### src/rtl/lif_pkg.sv
// Shared definitions for the sparse LIF neuron array.
//   lif_fsm_e  : array controller states (idle / leak sweep)
//   lif_mode_e : shared datapath operation (integrate a beat / leak one neuron)
//   RefractW   : width of each per-neuron refractory counter
//   idx_width(): neuron-index width, never narrower than one bit
package lif_pkg;

  localparam int unsigned RefractW = 4;

  typedef enum logic {
    StIdle,
    StSweep
  } lif_fsm_e;

  typedef enum logic {
    ModeIntegrate,
    ModeLeak
  } lif_mode_e;

  function automatic int unsigned idx_width(input int unsigned n);
    return (n <= 2) ? 1 : $clog2(n);
  endfunction

endpackage

### src/rtl/lif_update.sv
// Combinational update for one leaky integrate-and-fire neuron.
// Ports:
//   mode         : ModeIntegrate (apply current) or ModeLeak (one leak step)
//   state        : current membrane state
//   current      : input current (integrate only)
//   thr          : firing threshold (integrate only)
//   refract      : current refractory count
//   next_state   : state to write back
//   next_refract : refractory count to write back
//   spike        : neuron fires this update
//   skip         : nothing to do; caller suppresses the write and counts it
module lif_update
  import lif_pkg::*;
#(
  parameter int unsigned WIDTH         = 8,
  parameter int unsigned LEAK_SHIFT    = 1,
  parameter int unsigned REFRACT_TICKS = 2
) (
  input  lif_mode_e           mode,
  input  logic [WIDTH-1:0]    state,
  input  logic [WIDTH-1:0]    current,
  input  logic [WIDTH-1:0]    thr,
  input  logic [RefractW-1:0] refract,
  output logic [WIDTH-1:0]    next_state,
  output logic [RefractW-1:0] next_refract,
  output logic                spike,
  output logic                skip
);

  logic [WIDTH:0]   sum_wide;
  logic [WIDTH-1:0] sum_sat;
  logic [WIDTH-1:0] leak_raw;
  logic [WIDTH-1:0] leak_amt;

  assign sum_wide = {1'b0, state} + {1'b0, current};
  assign sum_sat  = sum_wide[WIDTH] ? '1 : sum_wide[WIDTH-1:0];

  // A nonzero state always decays by at least one so it eventually reaches zero.
  assign leak_raw = state >> LEAK_SHIFT;
  assign leak_amt = (leak_raw == '0) ? WIDTH'(1) : leak_raw;

  always_comb begin
    next_state   = state;
    next_refract = refract;
    spike        = 1'b0;
    skip         = 1'b0;
    unique case (mode)
      ModeIntegrate: begin
        if (refract != '0) begin
          // Refractory: input is dropped.
        end else if (current == '0) begin
          skip = 1'b1;
        end else if (sum_sat >= thr) begin
          spike        = 1'b1;
          next_state   = '0;
          next_refract = RefractW'(REFRACT_TICKS);
        end else begin
          next_state = sum_sat;
        end
      end
      ModeLeak: begin
        if (refract != '0) begin
          next_refract = refract - RefractW'(1);
        end else if (state != '0) begin
          next_state = state - leak_amt;
        end else begin
          skip = 1'b1;
        end
      end
      default: ;
    endcase
  end

endmodule

### src/rtl/sparse_lif_array.sv
// Time-multiplexed array of N_NEURONS leaky integrate-and-fire neurons sharing one
// lif_update datapath. In idle, one current beat per cycle is integrated; a tick
// starts an N_NEURONS-cycle leak sweep over every neuron.
// Ports:
//   clk, rst_n              : clock, asynchronous active-low reset
//   in_valid/in_ready       : current beat handshake (ready only while idle)
//   in_idx, in_current, thr : target neuron, current, firing threshold
//   tick                    : starts a leak sweep when idle
//   spike_valid, spike_idx  : one-cycle spike pulse and neuron index
//   state_out               : post-update state of the last written/examined neuron
//   busy, sweep_done        : sweep in progress, last sweep cycle
//   skip_count              : saturating count of skipped updates
module sparse_lif_array
  import lif_pkg::*;
#(
  parameter int unsigned N_NEURONS     = 4,
  parameter int unsigned WIDTH         = 8,
  parameter int unsigned LEAK_SHIFT    = 1,
  parameter int unsigned REFRACT_TICKS = 2,
  parameter int unsigned SKIP_W        = 16,
  parameter int unsigned IDX_W         = idx_width(N_NEURONS)
) (
  input  logic              clk,
  input  logic              rst_n,
  input  logic              in_valid,
  output logic              in_ready,
  input  logic [IDX_W-1:0]  in_idx,
  input  logic [WIDTH-1:0]  in_current,
  input  logic [WIDTH-1:0]  thr,
  input  logic              tick,
  output logic              spike_valid,
  output logic [IDX_W-1:0]  spike_idx,
  output logic [WIDTH-1:0]  state_out,
  output logic              busy,
  output logic              sweep_done,
  output logic [SKIP_W-1:0] skip_count
);

  localparam logic [IDX_W-1:0] LastIdx = IDX_W'(N_NEURONS - 1);

  lif_fsm_e         fsm_q, fsm_d;
  logic [IDX_W-1:0] k_q, k_d;

  logic [WIDTH-1:0]    state_q   [N_NEURONS];
  logic [RefractW-1:0] refract_q [N_NEURONS];

  logic              spike_valid_q;
  logic [IDX_W-1:0]  spike_idx_q;
  logic [WIDTH-1:0]  state_out_q;
  logic [SKIP_W-1:0] skip_count_q;

  logic                sweeping;
  logic                accept;
  logic                idx_ok;
  logic                do_upd;
  logic                write_en;
  logic [IDX_W-1:0]    sel_idx;
  lif_mode_e           upd_mode;
  logic [WIDTH-1:0]    upd_next_state;
  logic [RefractW-1:0] upd_next_refract;
  logic                upd_spike;
  logic                upd_skip;

  assign sweeping = (fsm_q == StSweep);
  // Gated by rst_n so every output reads zero while reset is held.
  assign in_ready = rst_n & (fsm_q == StIdle);
  assign accept   = in_valid & in_ready;
  assign idx_ok   = (in_idx <= LastIdx);

  // Out-of-range beats read neuron 0 harmlessly; do_upd keeps them from acting.
  assign sel_idx  = sweeping ? k_q : (idx_ok ? in_idx : '0);
  assign upd_mode = sweeping ? ModeLeak : ModeIntegrate;
  assign do_upd   = sweeping | (accept & idx_ok);
  assign write_en = do_upd & ~upd_skip;

  lif_update #(
    .WIDTH        (WIDTH),
    .LEAK_SHIFT   (LEAK_SHIFT),
    .REFRACT_TICKS(REFRACT_TICKS)
  ) u_update (
    .mode        (upd_mode),
    .state       (state_q[sel_idx]),
    .current     (in_current),
    .thr         (thr),
    .refract     (refract_q[sel_idx]),
    .next_state  (upd_next_state),
    .next_refract(upd_next_refract),
    .spike       (upd_spike),
    .skip        (upd_skip)
  );

  always_comb begin
    fsm_d = fsm_q;
    k_d   = k_q;
    unique case (fsm_q)
      StIdle: begin
        if (tick) begin
          fsm_d = StSweep;
          k_d   = '0;
        end
      end
      StSweep: begin
        if (k_q == LastIdx) begin
          fsm_d = StIdle;
          k_d   = '0;
        end else begin
          k_d = k_q + IDX_W'(1);
        end
      end
      default: ;
    endcase
  end

  always_ff @(posedge clk or negedge rst_n) begin
    if (!rst_n) begin
      fsm_q <= StIdle;
      k_q   <= '0;
    end else begin
      fsm_q <= fsm_d;
      k_q   <= k_d;
    end
  end

  always_ff @(posedge clk or negedge rst_n) begin
    if (!rst_n) begin
      for (int i = 0; i < int'(N_NEURONS); i++) begin
        state_q[i]   <= '0;
        refract_q[i] <= '0;
      end
    end else if (write_en) begin
      state_q[sel_idx]   <= upd_next_state;
      refract_q[sel_idx] <= upd_next_refract;
    end
  end

  always_ff @(posedge clk or negedge rst_n) begin
    if (!rst_n) begin
      spike_valid_q <= 1'b0;
      spike_idx_q   <= '0;
      state_out_q   <= '0;
      skip_count_q  <= '0;
    end else begin
      spike_valid_q <= do_upd & upd_spike;
      if (do_upd & upd_spike) begin
        spike_idx_q <= sel_idx;
      end
      if (do_upd) begin
        state_out_q <= upd_next_state;
      end
      if (do_upd & upd_skip & (skip_count_q != '1)) begin
        skip_count_q <= skip_count_q + SKIP_W'(1);
      end
    end
  end

  assign spike_valid = spike_valid_q;
  assign spike_idx   = spike_idx_q;
  assign state_out   = state_out_q;
  assign skip_count  = skip_count_q;
  assign busy        = sweeping;
  assign sweep_done  = sweeping & (k_q == LastIdx);

endmodule

### config.mk
export PLATFORM = sky130hd
export DESIGN_NAME = sparse_lif_array
export DESIGN_NICKNAME = d
export VERILOG_FILES = /design/src/rtl/lif_pkg.sv /design/src/rtl/lif_update.sv /design/src/rtl/sparse_lif_array.sv
export SDC_FILE = /design/constraint.sdc
export NUM_CORES = 1
export LEC_CHECK = 0
export BUFFER_PORTS_ARGS = -buffer_cell sky130_fd_sc_hd__clkbuf_2
export CORE_MARGIN = 1.5
export CORE_UTILIZATION = 30
export DETAILED_ROUTE_END_ITERATION = 12
export MAX_ROUTING_LAYER = met4
export PLACE_DENSITY_LB_ADDON = 0.08
export SLEW_MARGIN = 10
export SYNTH_ARGS = -nofsm -noshare
export SYNTH_HDL_FRONTEND = slang
export SYNTH_SLANG_ARGS = --single-unit
export TNS_END_PERCENT = 5
### constraint.sdc
create_clock -name clk -period 6.93 [get_ports clk]
set_clock_uncertainty 0.05 [all_clocks]
set_input_delay 1.7325 -clock clk [delete_from_list [all_inputs] [get_ports clk]]
set_output_delay 1.7325 -clock clk [all_outputs]
set_load 0.01 [all_outputs]
# Yosys cells after proc, flatten, opt, wreduce, memory -nomap -nowiden
# Index checks and enable logic that the tools add are counted.
[classes]
order_cmp = 4
reduce_logical = 5
n_eq_ne = 3
n_addsub = 5
bitwise_logic = 13
n_mux = 43
[op_table]
columns = ["cell", "count"]
rows = [
  ["2-to-1 mux 8 bit", 9],
  ["bitwise mux 32 bit", 1],
  ["2-to-1 mux 4 bit", 7],
  ["adder 16 x 1 -> 16 bit, second input constant", 1],
  ["binary-select mux 8 bit (select 2 bit)", 1],
  ["bitwise mux 16 bit", 1],
  ["demux 8 bit (select 2 bit)", 1],
  ["zero test 8 bit", 2],
  ["!= test 16 bit, second input constant", 1],
  ["one-hot mux 8 bit (2 select lines)", 1],
  ["2-to-1 mux 1 bit", 11],
  ["adder 8 x 8 -> 9 bit", 1],
  ["AND 1 bit", 8],
  ["binary-select mux 4 bit (select 2 bit)", 1],
  ["demux 4 bit (select 2 bit)", 1],
  [">= comparator 8 bit", 1],
  ["2-to-1 mux 2 bit", 4],
  ["one-hot mux 4 bit (2 select lines)", 1],
  ["nonzero test 8 bit", 1],
  ["subtractor 8 bit", 1],
  ["2-to-1 mux 7 bit", 1],
  ["one-hot mux 1 bit (2 select lines)", 2],
  ["one-hot mux 2 bit (2 select lines)", 1],
  ["nonzero test 4 bit", 1],
  ["other kinds (11)", 13],
]
[totals]
output_inout_bits = 30
elab_cells = 87
ff_bits = 78

# Longest topological paths before layout
[depth]
depth_word = 15
ltp_mapped = 21
depth_no_buf = 18

# Cells and area by module
# A second synthesis with hierarchy kept.
[unflattened]
hier_cells = 441
area_unflattened_um2 = 4918.5
[modules_own_cells]
columns = ["module", "area_each_um2", "n_inst", "cells_each", "seq_area_each_um2"]
rows = [
  ["sparse_lif_array", 3601.0, 1, 252, 1951.9],
  ["lif_update", 1317.5, 1, 189, 0.0],
]

# Least setup slack after synthesis
# Ideal clock, no wire load.
[synth_timing]
kind = "input port to flip-flop"
from = "in in_idx[0]"
to = "reg state_out_q[7], in the netlist state_out[7]"
required_ns = 6.798
cell_stages = 17
slack_ns = 0.895
setup_time_ns = 0.082
arrival_ns = 5.902
path_cell_list = "mux2_4 -> buf_2 -> mux4_2 -> ha_1 -> nor2b_1 -> o2111a_1 -> or3_1 -> clkbuf_1 -> a21boi_0 -> inv_1 -> ha_1 -> o21ai_0 -> o21ai_0 -> a21oi_1 -> nand3_1 -> or4_4 -> a31oi_1"
[synth_via]
elab_chain_cells = 14
[synth_lines]
columns = ["item", "line_no", "rtl"]
rows = [
  ["start, declared", "sparse_lif_array.sv:27", "input logic [IDX_W-1:0] in_idx,"],
  ["<= comparator 2 bit", "sparse_lif_array.sv:68", "assign idx_ok = (in_idx <= LastIdx);"],
  ["2-to-1 mux 2 bit (2 in series)", "sparse_lif_array.sv:71", "assign sel_idx = sweeping ? k_q : (idx_ok ? in_idx : '0);"],
  ["inverter 2 -> 3 bit (implied by the code)", "sparse_lif_array.sv:82, sparse_lif_array.sv:85", ""],
  ["binary-select mux 8 bit (select 2 bit)", "sparse_lif_array.sv:82", ".state (state_q[sel_idx]),"],
  ["2-to-1 mux 8 bit (implied by the code) (2 in series)", "sparse_lif_array.sv:82", ""],
  ["adder 8 x 8 -> 9 bit", "lif_update.sv:35", "assign sum_wide = {1'b0, state} + {1'b0, current};"],
  ["2-to-1 mux 8 bit", "lif_update.sv:36", "assign sum_sat = sum_wide[WIDTH] ? '1 : sum_wide[WIDTH-1:0];"],
  [">= comparator 8 bit", "lif_update.sv:53", "end else if (sum_sat >= thr) begin"],
  ["2-to-1 mux 8 bit", "lif_update.sv:53", ""],
  ["2-to-1 mux 8 bit", "lif_update.sv:51", "end else if (current == '0) begin"],
  ["2-to-1 mux 8 bit", "lif_update.sv:49", "if (refract != '0) begin"],
  ["one-hot mux 8 bit (2 select lines)", "lif_update.sv:47", "unique case (mode)"],
  ["end signal, assigned", "sparse_lif_array.sv:148", "state_out_q <= upd_next_state;"],
  ["end, declared", "sparse_lif_array.sv:49", "logic [WIDTH-1:0] state_out_q;"],
]
# Several ways; a longest one is shown, not always the timed one. The select of a mux whose other input is x is not followed.
# A chain may end at the register's enable or synchronous reset.

# Worst setup path after layout
[layout_timing]
from = "in in_idx[0]"
to = "reg state_q[30] in the netlist's numbering"
[layout_via]
elab_chain_cells = 15
[layout_lines]
columns = ["item", "line_no", "rtl"]
rows = [
  ["<= comparator 2 bit", "sparse_lif_array.sv:68", ""],
  ["2-to-1 mux 2 bit (2 in series)", "sparse_lif_array.sv:71", ""],
  ["inverter 2 -> 3 bit (implied by the code)", "sparse_lif_array.sv:82, sparse_lif_array.sv:85, sparse_lif_array.sv:131", ""],
  ["binary-select mux 8 bit (select 2 bit)", "sparse_lif_array.sv:82", ""],
  ["2-to-1 mux 8 bit (implied by the code) (2 in series)", "sparse_lif_array.sv:82", ""],
  ["adder 8 x 8 -> 9 bit", "lif_update.sv:35", ""],
  ["2-to-1 mux 8 bit", "lif_update.sv:36", ""],
  [">= comparator 8 bit", "lif_update.sv:53", ""],
  ["2-to-1 mux 8 bit", "lif_update.sv:53", ""],
  ["2-to-1 mux 8 bit", "lif_update.sv:51", ""],
  ["2-to-1 mux 8 bit", "lif_update.sv:49", ""],
  ["one-hot mux 8 bit (2 select lines)", "lif_update.sv:47", ""],
  ["bitwise mux 32 bit", "sparse_lif_array.sv:131", "state_q[sel_idx] <= upd_next_state;"],
  ["end signal, assigned by index", "sparse_lif_array.sv:131", ""],
  ["end, declared", "sparse_lif_array.sv:44", "logic [WIDTH-1:0] state_q [N_NEURONS];"],
]
# Several ways; a longest one is shown, not always the timed one. The select of a mux whose other input is x is not followed.

==> flow_summary.yaml <==
route:
  firstDrtPassIters: 4
  wl_um: 13700
  vias: 3847
  vias_per_cell: 5.10
  drt_iter0_drc: 164
  ant_nets: 0
  wl_per_cell_um: 18.2
  drcViolationCount: 0
final_layout:
  fillers: 1714
  final_core_util_pct: 35.8
  drive_above_1_share_pct: 28.5
  nNetsFinal: 585
  syn_to_final_growth_pct: 17.6
  antenna_cells: 0
yosys:
  syn_area_um2: 5010
  synth_flop_cell: "dfrtp_1"
  yosys-mux-area-fraction_pct: 16.5
  synth_xor_area_share_pct: 3.32
  async_flop_share_pct: 100
  ys_seq_area_share_pct: 39.0
  postSynthAreaPerCell_um2: 10.6
  yosys_warnings: 0
  ys_types: 61
  synth_top_cell_area_share_pct: 39.0
  synth_area_leaders: "dfrtp_1 (39%), mux2_2 (8.3%), ha_1 (8.0%), mux4_2 (6.7%), nor2_1 (3.0%)"
  yosysTopAreaCell: "dfrtp_1"
  syn_inst: 472
  synthAdderAreaFrac_pct: 8.80
  synth_edf_count: 0
  synth_top_family_by_area: "multiplexers"
  synth_nets: 528
  post_synth_and_or_nand_nor_area_fraction_pct: 15.1
  synth-compound-area-share_pct: 13.4
  synthTopCellsByCount: "dfrtp_1 (78), nor2_1 (40), mux2_2 (37)"
  synth_seq_cells: 78
  synth_most_common_cell: "dfrtp_1"
place:
  dp_hpwl_um: 10400
  gp_congestion: 0.797
  place.port_buffers: 51
floorplan:
  start_util_pct: 30.4
  die_width_um: 132
  boundaryPins: 52
  die-height_um: 132
  core-area_um2: 16500
  fp-row-count: 47
  die_area_um2: 17500
global_route:
  grt_use_total_pct: 16.9
  grt_pass1_vias: 3967
  antenna_found_initial: 0
  grt_pass1_wl_um: 22100
  grt_max_degree: 51
  gr-total-overflow: 0
setup_path:
  arrival_ns: 6.30
  regToRegEndpoint: "state_q[30]$_DFFE_PN0P_"
  timing.rr.start: "busy$_DFF_PN0_"
  cp-start-kind: "primary input"
  criticalPathCategory: "in -> reg"
  critPathMaxFanout: 16
  cp-end-kind: "flip-flop"
  r2r_cells: 16
  rrSetupSlack_ns: 1.34
  cp.required_ns: 7.16
cts:
  hold_buffers: 0
  clk_pin_slew_worst_paths_ns: 0.06
  cts_root_buf: "clkbuf_16"
  numCtsBuffers: 9
  postCtsSetupBuffers: 0
  htreeDepth: 3
  clock_latency_ns: 0.35
  clk_path_buf_depth: 2
  cts_tree: "done"
  postCtsResizedCells: 0
  cts.sinks: 78
timing:
  fin_crit_ns: 6.07
  hold_ws_ns: 0.442
  fin_tns_setup_ns: 0
  grt_setup_unrepaired: "no"
  report.final.slew_viol_count: 0
  fin_crit_sh_pct: 87.6
  setup_viol: 0
  max_slew.worst_pin.slew_ns: 0.831
  slew_headroom_pct: 44.3
  hold_viol_final: 0
  max_freq_mhz: 165
power:
  powerDensity_nw_per_um2: 587
  peakVddDrop_v: 0.000209
  leakagePower_nw: 2.67
worst_hold_path:
  worstHoldStart: "skip_count[5]$_DFFE_PN0P_"
  min_path_cells: 1
  worst_hold_path_type: "reg -> reg"
  holdPathEnd: "skip_count[5]$_DFFE_PN0P_"
flow_run:
  max-cap-violations: 0
outcome:
  status: "finished, final reports clean"
[placed cells by master (no fill, tap or decap), types with 6 or more instances in the layout]
cell type and instances:
o21ai_0 10, a31oi_1 15, nor2b_1 6, xnor2_1 15
inv_1 33, mux2_2 37, or3_1 6, nor3_1 8
ha_1 32, nand3_1 12, mux4_2 15, and3_1 8
dfrtp_1 78, nand4_1 10, clkbuf_2 50, nor2_1 40
buf_4 12, o22ai_1 6, or2_2 6, nand2_1 34
clkbuf_16 9, a21oi_1 10
[worst max-delay path by stage]
stage / slack (ns) / end / startpoint
global route: 0.48 / state_q[30]$_DFFE_PN0P_ / in_idx[0]
detailed placement: 0.42 / state_q[30]$_DFFE_PN0P_ / in_idx[0]
finish: 0.86 / state_q[30]$_DFFE_PN0P_ / in_idx[0]
global placement: 0.43 / state_out[6]$_DFFE_PN0P_ / in_idx[0]
CTS: 0.77 / state_out[6]$_DFFE_PN0P_ / in_idx[0]
floorplan: 0.90 / state_out[7]$_DFFE_PN0P_ / in_idx[0]
[final cells by class]
cell class              instances  area (µm²)  share of cell area [%]
clock buffers                  10         229                    3.89
clock inverters                 6         110                    1.87
inverters                      33         124                    2.10
multi-input cells             345        2860                    48.5
flip-flops and latches         78        1950                    33.2
well taps                     220         275                    4.68
repair buffers                 62         340                    5.78
[registers in the layout, indices dropped and copies added (netlist names)]
register	cells
state_q	32
busy	1
spike_idx	2
state_out	8
skip_count	16
spike_valid	1
k_q	2
refract_q	16
[worst max-delay path, stage by stage]
cell,delay (ns)
clkbuf_2,0.09
mux2_4,0.35
mux4_2,0.64
ha_1,0.36
nor2b_1,0.16
o2111a_1,0.24
or3_1,0.46
a21boi_0,0.42
inv_1,0.09
ha_1,0.27
o21ai_0,0.13
o21ai_0,0.11
a21oi_1,0.28
nand3_1,0.19
buf_4,0.22
o221ai_2,0.31
mux2_2,0.23
[routing by layer]
| metal | vias up | share of wire [%] | global-route usage (%) |
|---|---|---|---|
| met3 | 17 | 2.5 | 1.54 |
| li1 | 1854 | - | - |
| met4 | 0 | 1.8 | 6.59 |
| met1 | 1901 | 45 | 20.8 |
| met2 | 75 | 50 | 28.7 |
| met5 | - | 0 | - |
[stage by stage]
step	instance area, µm²	total power, mW	std cells	worst slack (ns)
global placement	5550	2.93	738	0.432
CTS	5890	3.49	754	0.767
floorplan	5010	2.31	472	0.895
detailed placement	5550	2.94	738	0.423
global route	5890	3.76	754	0.478
finish	5890	3.46	754	0.859
[kinds of logic after synthesis]
logic type,after synthesis
DFF,78
and+or+nand+nor,148
xor gates and xnor gates,19
buffers and inverters,49
adders and majority gates,34
muxes,58
AOI/OAI and AO/OA,86
[power breakdown]
group,total [mW],leakage (nW),internal (mW),switching [mW]
Sequential,0.724,0.976,0.615,0.110
Clock,0.543,0.159,0.351,0.192
Combinational,2.19,1.53,0.947,1.24
No activity file was read; power rests on OpenSTA's default activity.
